`src/rtl/pipeline_ctrl.sv`:
```
// Stall/bubble sequencer for the 5-stage pipeline: enables are combinational from state and inputs (0-cycle).
// A response advances the pipe in the same cycle. Data miss freezes everything; fetch miss/load-use bubble ID/EX.
module pipeline_ctrl #(
    parameter int TIMEOUT = 1024,
    parameter int CNT_W   = 32
) (
    input  logic             clk,
    input  logic             rst,
    input  logic             imem_req,
    input  logic             imem_resp,
    input  logic             dmem_req,
    input  logic             dmem_resp,
    input  logic             id_valid,
    input  logic [4:0]       id_rs1_s,
    input  logic [4:0]       id_rs2_s,
    input  logic             ex_valid,
    input  logic             ex_is_load,
    input  logic [4:0]       ex_rd_s,
    output logic             pc_we,
    output logic             ifid_we,
    output logic             idex_we,
    output logic             exmem_we,
    output logic             memwb_we,
    output logic             idex_bubble,
    output logic [1:0]       state,
    output logic             err,
    output logic [CNT_W-1:0] stall_cnt,
    output logic [CNT_W-1:0] bubble_cnt
);
    localparam int WW = $clog2(TIMEOUT) + 1;
    localparam logic [1:0]    RUN      = 2'd0;
    localparam logic [WW-1:0] WAIT_MAX = WW'(TIMEOUT - 1);

    // Bit 0 is the fetch-pending flag and bit 1 the data-pending flag, so the
    // encoding is RUN=0, IWAIT=1, DWAIT=2, BOTH=3.
    logic [1:0]       state_q, state_d;
    logic [WW-1:0]    wait_q, wait_d;
    logic             err_q, err_d;
    logic [CNT_W-1:0] stall_q, stall_d;
    logic [CNT_W-1:0] bub_q, bub_d;
    logic             fetch_pend, data_pend;
    logic             freeze, front_stall, load_use, any_resp;

    assign fetch_pend  = state_q[0];
    assign data_pend   = state_q[1];
    assign any_resp    = imem_resp | dmem_resp;
    assign freeze      = data_pend & ~dmem_resp;
    assign front_stall = fetch_pend & ~imem_resp;
    assign load_use    = id_valid & ex_valid & ex_is_load & (ex_rd_s != 5'd0)
                       & ((ex_rd_s == id_rs1_s) | (ex_rd_s == id_rs2_s));

    always_ff @(posedge clk or posedge rst) begin
        if (rst) begin
            state_q <= RUN;
        end else begin
            state_q <= state_d;
        end
    end

    // A request is only accepted when not already pending; a response only
    // counts against a flag that was already pending.
    always_comb begin
        state_d    = state_q;
        state_d[0] = fetch_pend ? ~imem_resp : imem_req;
        state_d[1] = data_pend  ? ~dmem_resp : dmem_req;
    end

    always_comb begin
        pc_we       = 1'b1;
        ifid_we     = 1'b1;
        idex_we     = 1'b1;
        exmem_we    = 1'b1;
        memwb_we    = 1'b1;
        idex_bubble = 1'b0;
        if (rst || freeze) begin
            pc_we    = 1'b0;
            ifid_we  = 1'b0;
            idex_we  = 1'b0;
            exmem_we = 1'b0;
            memwb_we = 1'b0;
        end else if (front_stall || load_use) begin
            pc_we       = 1'b0;
            ifid_we     = 1'b0;
            idex_bubble = 1'b1;
        end
    end

    always_comb begin
        wait_d = wait_q;
        if (state_q == RUN || any_resp) begin
            wait_d = '0;
        end else if (wait_q != WAIT_MAX) begin
            wait_d = wait_q + WW'(1);
        end
        err_d   = err_q | (wait_q == WAIT_MAX);
        stall_d = (!pc_we && stall_q != '1) ? stall_q + CNT_W'(1) : stall_q;
        bub_d   = (idex_bubble && bub_q != '1) ? bub_q + CNT_W'(1) : bub_q;
    end

    always_ff @(posedge clk or posedge rst) begin
        if (rst) begin
            wait_q  <= '0;
            err_q   <= 1'b0;
            stall_q <= '0;
            bub_q   <= '0;
        end else begin
            wait_q  <= wait_d;
            err_q   <= err_d;
            stall_q <= stall_d;
            bub_q   <= bub_d;
        end
    end

    assign state      = state_q;
    assign err        = err_q;
    assign stall_cnt  = stall_q;
    assign bubble_cnt = bub_q;
endmodule

```
`config.mk`:
```
export PLATFORM = sky130hd
export DESIGN_NAME = pipeline_ctrl
export DESIGN_NICKNAME = d
export VERILOG_FILES = /design/src/rtl/pipeline_ctrl.sv
export SDC_FILE = /design/constraint.sdc
export NUM_CORES = 1
export LEC_CHECK = 0
export ABC_AREA = 0
export CORE_ASPECT_RATIO = 1.75
export CORE_MARGIN = 4
export CORE_UTILIZATION = 54
export DETAILED_ROUTE_END_ITERATION = 12
export PLACE_DENSITY_LB_ADDON = 0.08
export SLEW_MARGIN = 20
export SYNTH_ARGS = -nofsm -noshare
export SYNTH_HDL_FRONTEND = slang
export SYNTH_SLANG_ARGS = --single-unit
```
`constraint.sdc`:
```
create_clock -name clk -period 5.35 [get_ports clk]
set_clock_uncertainty 0.1 [all_clocks]
set_input_delay 0.535 -clock clk [delete_from_list [all_inputs] [get_ports clk]]
set_output_delay 0.535 -clock clk [all_outputs]
set_load 0.03 [all_outputs]
```
Word level (Yosys, flattened, before mapping). Index checks and enable logic that the tools add are counted.

Register bits: 78. Input port bits: 24. Logic and storage cells: 43.

Add/subtract/negate cells: 3. Equal/unequal tests: 6. Multiplexer cells: 9. Bitwise gates (word level): 11. Reductions and logical operators: 9.

Operators by type and width (number): $add A32 B1 Y32 const B (2); $ne A32 B32 Y1 const B (2); $mux W11 (2); $add A11 B1 Y11 const B (1); $eq A11 B10 Y1 const B (1); $ne A11 B10 Y1 const B (1); $eq A5 B5 Y1 (2); $mux W1 (7); $and A1 B1 Y1 (6); $reduce_bool A5 Y1 (1); $logic_or A1 B1 Y1 (3); $or A1 B1 Y1 (3); $logic_and A1 B1 Y1 (2); $logic_not A2 Y1 (1); $not A1 Y1 (2); $reduce_bool A2 Y1 (1); $logic_not A1 Y1 (1).

Depth between registers and ports, before layout. Gate-level depths: netlist of run 1.

Word-level depth: 9. Mapped depth: 8. Mapped depth without buffers: 8.

Least setup slack after synthesis of run 1. No wires, ideal clock.

Path type: in2out. Start point: input port rst. End point: output port pc_we. Data arrival time: 3.531 ns. Required time: 4.715 ns. Setup slack: 1.184 ns. Stages: 7. Path through: inv_1 -> nand2_1 -> inv_1 -> nand2_1 -> a21o_4 -> inv_4 -> buf_4.

Longest elaborated chain between the ends: 2.

RTL lines: start: declaration (RTL line 8) `input logic rst,`; $logic_or A1 B1 Y1 (RTL line 75) `if (rst || freeze) begin`; $mux W1; end: declaration (RTL line 19) `output logic pc_we,`.

Every way passes these cells.

Final worst setup path of run 1.
Start point: input port ex_rd_s[1]. End point: output port pc_we.

Longest elaborated chain between the ends: 6. Elaborated cells between the ends (all ways): 9. Classes of those cells: eq/ne (2); mux (2); bitwise (3); reduce/logical (2).

RTL lines: start: declaration (RTL line 18) `input logic [4:0] ex_rd_s,`; $eq A5 B5 Y1 / $reduce_bool A5 Y1 (equally long branches) (RTL line 50, 49); $or A1 B1 Y1 / $and A1 B1 Y1 (equally long branches) (RTL line 50, 49); $and A1 B1 Y1 (*) (RTL line 50) `& ((ex_rd_s == id_rs1_s) | (ex_rd_s == id_rs2_s));`; $logic_or A1 B1 Y1 (*) (RTL line 81) `end else if (front_stall || load_use) begin`; $mux W1 (*) (RTL line 81); $mux W1 (*) (RTL line 75).

Every way passes the cells marked *; elsewhere a longest branch is shown, timed or not.

==> reports/results.env, run 1 <==
ANT_NETS=0
DRT_DRC_VIOLATIONS_LEFT=0
WL_MM=9.50
WORSTMARGINPINSLEW_NS=0.989
SYNTH_AREA_PER_CELL_SQ_UM=10.5
WORSTSETUPPATHTYPE='input port to output port'
STATUS='finished clean'
POST-SYNTH-TOP-COUNT-CELL='sky130_fd_sc_hd__dfrtp_1'
PLACEMENTROWS=41
SYNTH_LARGEST_AREA_CELL='sky130_fd_sc_hd__dfrtp_1'
GRT_PASS1_WL_MM=15.7
DIE_H_MICRONS=122
PRECTSSETUPSLACK_NS=1.79
SYNTH_CELLS=385
LAYOUT_SETUP_WS_NS=1.79
CP_MAX_STAGE_CELL='sky130_fd_sc_hd__clkdlybuf4s50_1'
OVERALL_DIE_AREA_SQ_MM=0.00896
FINAL_CRITICAL_DELAY_INCLUDING_SETUP_AND_EXTERNAL_DELAYS_NS=3.56
CLOCK_SINKS=78
SYNTH_UNIQUE_CELLS=41
GRT_PASS1_VIAS=3316
FLOORPLAN.DIE.WIDTH_MICRONS=73.3
POST_CTS_HOLD_BUFFER_COUNT=0
DP.FINAL_HPWL_MM=6.82
WORSTPATHREQUIRED_NS=4.72
GRT_SETUP_UNREPAIRED='false'
FLOORPLAN.INITIALDENSITY_PCT=55.7
TRITONCTS.NUM_BUFFERS=9
INSERTION_DELAY_NS=0.34
TIMING.FMAX_GHz=0.281
POWER-PER-CELL-AREA_mW_PER_MM2=305
ROUTED-VIA-COUNT=3221
FINAL_MIN_PERIOD_OVER_CLOCK_PERIOD_PCT=66.5
ANTENNA-DIODE-COUNT=0
TRITONCTS='built'
CTS_MAX_LEVEL=3
SYNTH_COMMON_CELLS='78 x sky130_fd_sc_hd__dfrtp_1, 48 x sky130_fd_sc_hd__xnor2_1, 34 x sky130_fd_sc_hd__nor2_1'
PORT_BUFFERS=96
FINALWEIGHTEDCONGESTION=0.849
FINALSETUPVIOLCOUNT=0
YS_WARN_COUNT=0
CPPEAKSTAGEDELAY_NS=0.68
CTS.REPORTEDPATHS.CLKPINSLEW_NS=0.06
GRT_OVERFLOW_TOTAL=0
YOSYS.AREA.TOP_TYPE_SHARE_PCT=48.4
CELLLEAKAGEPOWER_uW=0.00229
FINAL_NET_COUNT=508
FRACTION_OF_FINAL_LAYOUT_CELLS_WITH_DRIVE_STRENGTH_GREATER_THAN_1_PCT=8.25
CTS_SETUP_BUFFERS=0
CLOCK-ROOT-BUFFER='sky130_fd_sc_hd__clkbuf_16'
FINALSETUPTNS_NS=0
CP_STARTPOINT_KIND='input port'
YOSYS_REGISTER_BITS=78
WORST_IR_DROP_VDD_V=0.000310
VIAS_PER_CELL=5.64
GROWTH_OF_DESIGN_AREA_FROM_SYNTHESIS_TO_FINISH_PCT=32.4
POST_CTS_RESIZE_COUNT=0
FLOORPLAN.CORE_AREA_SQ_MM=0.00723
MAX_SLEW_MARGIN_PCT=34.1
SYNTH_ASYNC_SR_FLOP_SHARE_PCT=100
CTS_MAX_PATH_BUFFERS=2
FINALHOLDVIOLCOUNT=0
TIMING.FINAL.MAX_SLEW_VIOLATIONS=0
GRT_MAX_DEGREE=79
DRT_ITER0_MARKERS=169
YS.FLOP_TYPE='sky130_fd_sc_hd__dfrtp_1'
SYNTH_SEQUENTIAL_AREA_RATIO_PCT=48.4
TIMING.CRITICAL_PATH.CELLS='clkdlybuf4s50_1 > or4_4 > o2111a_2 > a21o_4 > inv_4 > clkdlybuf4s50_1'
AVGROUTEDWIREPERCELL_MICRONS=16.6
CRITICAL_PATH.MAX_FANOUT=8
GLOBALROUTETOTALUTIL_PCT=22.8
CRIT_PATH_ARRIVAL_TIME_NS=2.92
SYNTH.NET_COUNT=412
ENDPOINT_KIND='output port'
IO_PINS=97
DRT_PRE_ANTENNA_ITERS=4
CRITICAL-PATH-TOP-CELL-BY-COUNT='sky130_fd_sc_hd__clkdlybuf4s50_1'
SYNTH_ENABLE_FLOP_CELLS=0
HOLD_PATH_CLASS='flip-flop to flip-flop'
MAPPEDNETLISTAREA_SQ_MM=0.00403
CP_NUM_BUF_INV=3
INITIAL_ANTENNA_VIOLATION_COUNT=0
DRV.MAX_CAP_VIOLATION_COUNT=0
SYNTH.AREA.TOP_CELLS='sky130_fd_sc_hd__dfrtp_1 48%, sky130_fd_sc_hd__xnor2_1 10%, sky130_fd_sc_hd__xor2_1 6.7%'
CPLARGESTDELAYFAMILY='buffers and inverters'
==> registers in the layout, indices dropped and copies added (netlist names) <==
register	flops
bubble_cnt	32
err	1
stall_cnt	32
state	2
wait_q	11
==> where the power goes <==
group / switching [uW] / total (uW) / internal (uW)
Combinational: 199 / 344 / 145
Clock: 225 / 595 / 369
Sequential: 55.6 / 690 / 635
==> final cells by class <==
cell class              instances  area [sq um]
repair buffers                 97           968
flip-flops and latches         78          1950
clock buffers                  11           243
fillers                       536          1900
clock inverters                 4          47.5
well taps                      86           108
inverters                      14          57.6
multi-input cells             281          1960
==> logic make-up (layout without fill, tap and decap cells) <==
group | Yosys count | in the layout | synth area share, %
flops | 78 | 78 | 48.4
mux | 4 | 4 | 1.06
simple gates | 180 | 180 | 25.4
buf+inv | 26 | 126 | 3.20
compound gates | 15 | 15 | 3.79
xor+xnor | 79 | 79 | 17.2
fa+ha+maj | 3 | 3 | 0.932
==> placed cells by master (no fill, tap or decap), drive strengths merged, types with 2 or more instances in the layout <==
master / n
xor2: 31
dfrtp: 78
o21ai: 5
clkbuf: 11
a21oi: 2
clkinv: 2
nor2: 34
ha: 3
nor4: 11
nand4: 30
or2: 2
and4: 3
and3: 15
mux2i: 2
nor2b: 2
nand2: 30
inv: 14
xnor2: 48
mux2: 2
nand3: 31
nor3: 14
clkdlybuf4s50: 96
nand2b: 3
and2: 2
==> worst paths after layout <==
check,start,depth (start not counted),slack (ns),endpoint
max,ex_rd_s[1],6,1.79,pc_we
min,err,1,0.37,err
max reg2reg,stall_cnt[19],5,2.77,stall_cnt[1]
min reg2reg,err,1,0.37,err
max in group asynchronous,rst,3,3.77,stall_cnt[10]
min in group asynchronous,rst,3,0.75,wait_q[1]
==> metal layers <==
layer / track usage [%] / part of all wire (%) / vias to the layer above / wire length [microns]
met3: 4.51 / 3.8 / 18 / 358
met2: 40.8 / 56 / 89 / 5300
met1: 25.4 / 38 / 1588 / 3600
met4: 10.4 / 2.5 / 0 / 235
met5: 0 / 0 / - / 0
li1: - / - / 1526 / -
==> metrics by stage <==
stage / util (%) / hold WS, ns / total power (uW) / cell area, sq um / std cells
final: 73.8 / 0.374 / 1630 / 5340 / 571
after CTS: 73.6 / 0.375 / 1640 / 5320 / 571
after detailed placement: 69.6 / 0.362 / 1040 / 5030 / 556
after global placement: 69.6 / 0.359 / 1040 / 5030 / 556
after global routing: 73.8 / 0.404 / 1700 / 5340 / 571
after floorplan: - / 0.405 / 902 / 4030 / 385
(Power assumes the default switching activity.)
==> inputs of run 2 (changes only) <==
--- a/config.mk
+++ b/config.mk
@@ -8,7 +8,7 @@
 export ABC_AREA = 0
 export CORE_ASPECT_RATIO = 1.75
 export CORE_MARGIN = 4
-export CORE_UTILIZATION = 54
+export CORE_UTILIZATION = 45
 export DETAILED_ROUTE_END_ITERATION = 12
 export PLACE_DENSITY_LB_ADDON = 0.08
 export SLEW_MARGIN = 20
==> constraint.sdc (replaced) <==
create_clock -name clk -period 3.1 [get_ports clk]
set_clock_uncertainty 0.1 [all_clocks]
set_input_delay 0.31 -clock clk [delete_from_list [all_inputs] [get_ports clk]]
set_output_delay 0.31 -clock clk [all_outputs]
set_load 0.03 [all_outputs]
==> reports/results.env, run 2 (synthesis gave the netlist of run 1 again) <==
CTS_SETUP_BUFFERS=0  # unchanged
CRITICAL_PATH.MAX_FANOUT=7  # -1
DRT_DRC_VIOLATIONS_LEFT=0  # unchanged
FINAL_NET_COUNT=516  # +1.6%
FINALSETUPTNS_NS=0  # unchanged
TIMING.FMAX_GHz=0.347
FIN_CELLS=610  # +6.8%
FINAL_CRITICAL_DELAY_INCLUDING_SETUP_AND_EXTERNAL_DELAYS_NS=2.88
DRT_PRE_ANTENNA_ITERS=4  # unchanged
GRT_SETUP_UNREPAIRED='false'
VIAS_PER_CELL=5.20  # -7.9%
CP_NUM_BUF_INV=3  # unchanged
TIMING.FINAL.MAX_SLEW_VIOLATIONS=0  # unchanged
INSERTION_DELAY_NS=0.33  # about the same
CELLLEAKAGEPOWER_uW=0.00232  # +1.5%
AVGROUTEDWIREPERCELL_MICRONS=15.6  # -6.5%
CELL_TOTAL_AFTER_PLACEMENT=594  # +6.8%
WORSTSETUPPATHTYPE='input port to output port'
CLOCK-ROOT-BUFFER='sky130_fd_sc_hd__clkbuf_16'
FLOORPLAN.CORE_AREA_SQ_MM=0.00873  # +21%
PLACEMENTROWS=45  # +9.8%
POST_CTS_HOLD_BUFFER_COUNT=0  # unchanged
MAX_SLEW_MARGIN_PCT=26.7  # -7.4 points
SETUP.REG_TO_REG.WORST_SLACK_NS=0.29  # -2.48 ns
FILLERS=753  # +40%
WORSTMARGINPINSLEW_NS=1.10  # +0.111 ns
STATUS='finished clean'
GROWTH_OF_DESIGN_AREA_FROM_SYNTHESIS_TO_FINISH_PCT=34.3
WORSTPATHREQUIRED_NS=2.69  # -2.03 ns
COMMONEST_NON_FILL_NON_TAP_CELL_IN_THE_LAYOUT='sky130_fd_sc_hd__clkdlybuf4s50_1'
POWER-PER-CELL-AREA_mW_PER_MM2=505  # +65%
DRV.MAX_CAP_VIOLATION_COUNT=0  # unchanged
DP.FINAL_HPWL_MM=7.04  # +3.2%
GRT_MAX_DEGREE=79  # unchanged
ANTENNA-DIODE-COUNT=0  # unchanged
CPPEAKSTAGEDELAY_NS=0.59  # -0.09 ns
CPLARGESTDELAYFAMILY='buffers and inverters'
CP_MAX_STAGE_CELL='sky130_fd_sc_hd__clkdlybuf4s50_1'
CLOCK_SINKS=78  # unchanged
CP_STARTPOINT_KIND='input port'
IO_PINS=97  # unchanged
CRITICAL-PATH-TOP-CELL-BY-COUNT='sky130_fd_sc_hd__clkdlybuf4s50_1'
TRITONCTS.NUM_BUFFERS=9  # unchanged
DRT_ITER0_MARKERS=129  # -24%
HOLD_PATH_CLASS='flip-flop to flip-flop'
FINALHOLDVIOLCOUNT=0  # unchanged
DIE_H_MICRONS=133  # +8.9%
GLOBALROUTETOTALUTIL_PCT=18.7  # -4.1 points
FLOORPLAN.INITIALDENSITY_PCT=46.2  # -9.5 points
OVERALL_DIE_AREA_SQ_MM=0.0106  # +18%
TRITONCTS='built'
FINALWEIGHTEDCONGESTION=0.787  # -7.2%
INITIAL_ANTENNA_VIOLATION_COUNT=0  # unchanged
CTS_MAX_PATH_BUFFERS=2  # unchanged
FIN_TOTAL_PWR_uW=2730  # +68%
FINALSETUPVIOLCOUNT=0  # unchanged
TIMING.CRITICAL_PATH.CELLS='clkdlybuf4s50_1 > or4_4 > o2111a_2 > a31oi_4 > inv_4 > clkdlybuf4s50_1'
CTS_MAX_LEVEL=3  # unchanged
ANT_NETS=0  # unchanged
PORT_BUFFERS=96  # unchanged
LAYOUT.CELLS.MOST_COMMON_LIST='94 x sky130_fd_sc_hd__clkdlybuf4s50_1, 78 x sky130_fd_sc_hd__dfrtp_1, 48 x sky130_fd_sc_hd__xnor2_1'
WL_MM=9.49  # -0.12%
ENDPOINT_KIND='output port'
GRT_OVERFLOW_TOTAL=0  # unchanged
GRT_PASS1_WL_MM=15.6  # -0.35%
FRACTION_OF_FINAL_LAYOUT_CELLS_WITH_DRIVE_STRENGTH_GREATER_THAN_1_PCT=10.1  # +1.9 points
GRT_PASS1_VIAS=3232  # -2.5%
ROUTED-VIA-COUNT=3170  # -1.6%
FINAL_MIN_PERIOD_OVER_CLOCK_PERIOD_PCT=93.0
FLOORPLAN.DIE.WIDTH_MICRONS=79.5  # +8.5%
CTS.REPORTEDPATHS.CLKPINSLEW_NS=0.06  # about the same
CRIT_PATH_ARRIVAL_TIME_NS=2.47  # -0.45 ns
POST_CTS_RESIZE_COUNT=0  # unchanged
WORST_IR_DROP_VDD_V=0.000404  # +31%
-- run 2: cell type report --
cell class / count / area [sq um] / area share [%]
Tap cell: 117 / 146 / 2.71
Clock inverter: 4 / 23.8 / 0.439
Inverter: 14 / 61.3 / 1.13
Timing Repair Buffer: 105 / 1040 / 19.1
Multi-Input combinational cell: 281 / 1950 / 36.0
Clock buffer: 11 / 243 / 4.49
Sequential cell: 78 / 1950 / 36.1
-- run 2: path summary, 6_finish.rpt --
path / from / cells after the start / end
worst max-delay path: ex_rd_s[3] / 6 / idex_bubble
worst min-delay path: err / 1 / err
worst max register to register: stall_cnt[19] / 5 / stall_cnt[1]
worst min register to register: err / 1 / err
max in group asynchronous: rst / 4 / stall_cnt[24]
min in group asynchronous: rst / 3 / wait_q[6]
-- run 2: metrics by stage --
step	util, %	cell area (sq um)	setup slack (ns)	hold slack (ns)
6_report	62.0	5410	0.218	0.378
5_1_grt	62.0	5410	0.0735	0.398
4_1_cts	61.8	5390	0.208	0.379
3_5_place_dp	58.7	5120	0.207	0.366
3_3_place_gp	58.7	5120	0.210	0.354
2_1_floorplan	-	4030	0.0684	0.340
-- run 2: layer usage --
layer	vias to the layer above	GRT usage [%]	share of wire, %	wire length, microns
met1	1536	21.1	39	3670
met3	13	4.19	4.6	437
li1	1540	-	-	-
met5	-	0	0	0
met4	0	6.41	1.5	140
met2	81	33.9	55	5240
-- run 2: report_power, final --
group	internal [uW]	switching (uW)	leakage, uW
logic	256	343	0.00113
registers	1100	98.6	0.00105
clock network	556	385	0.000135
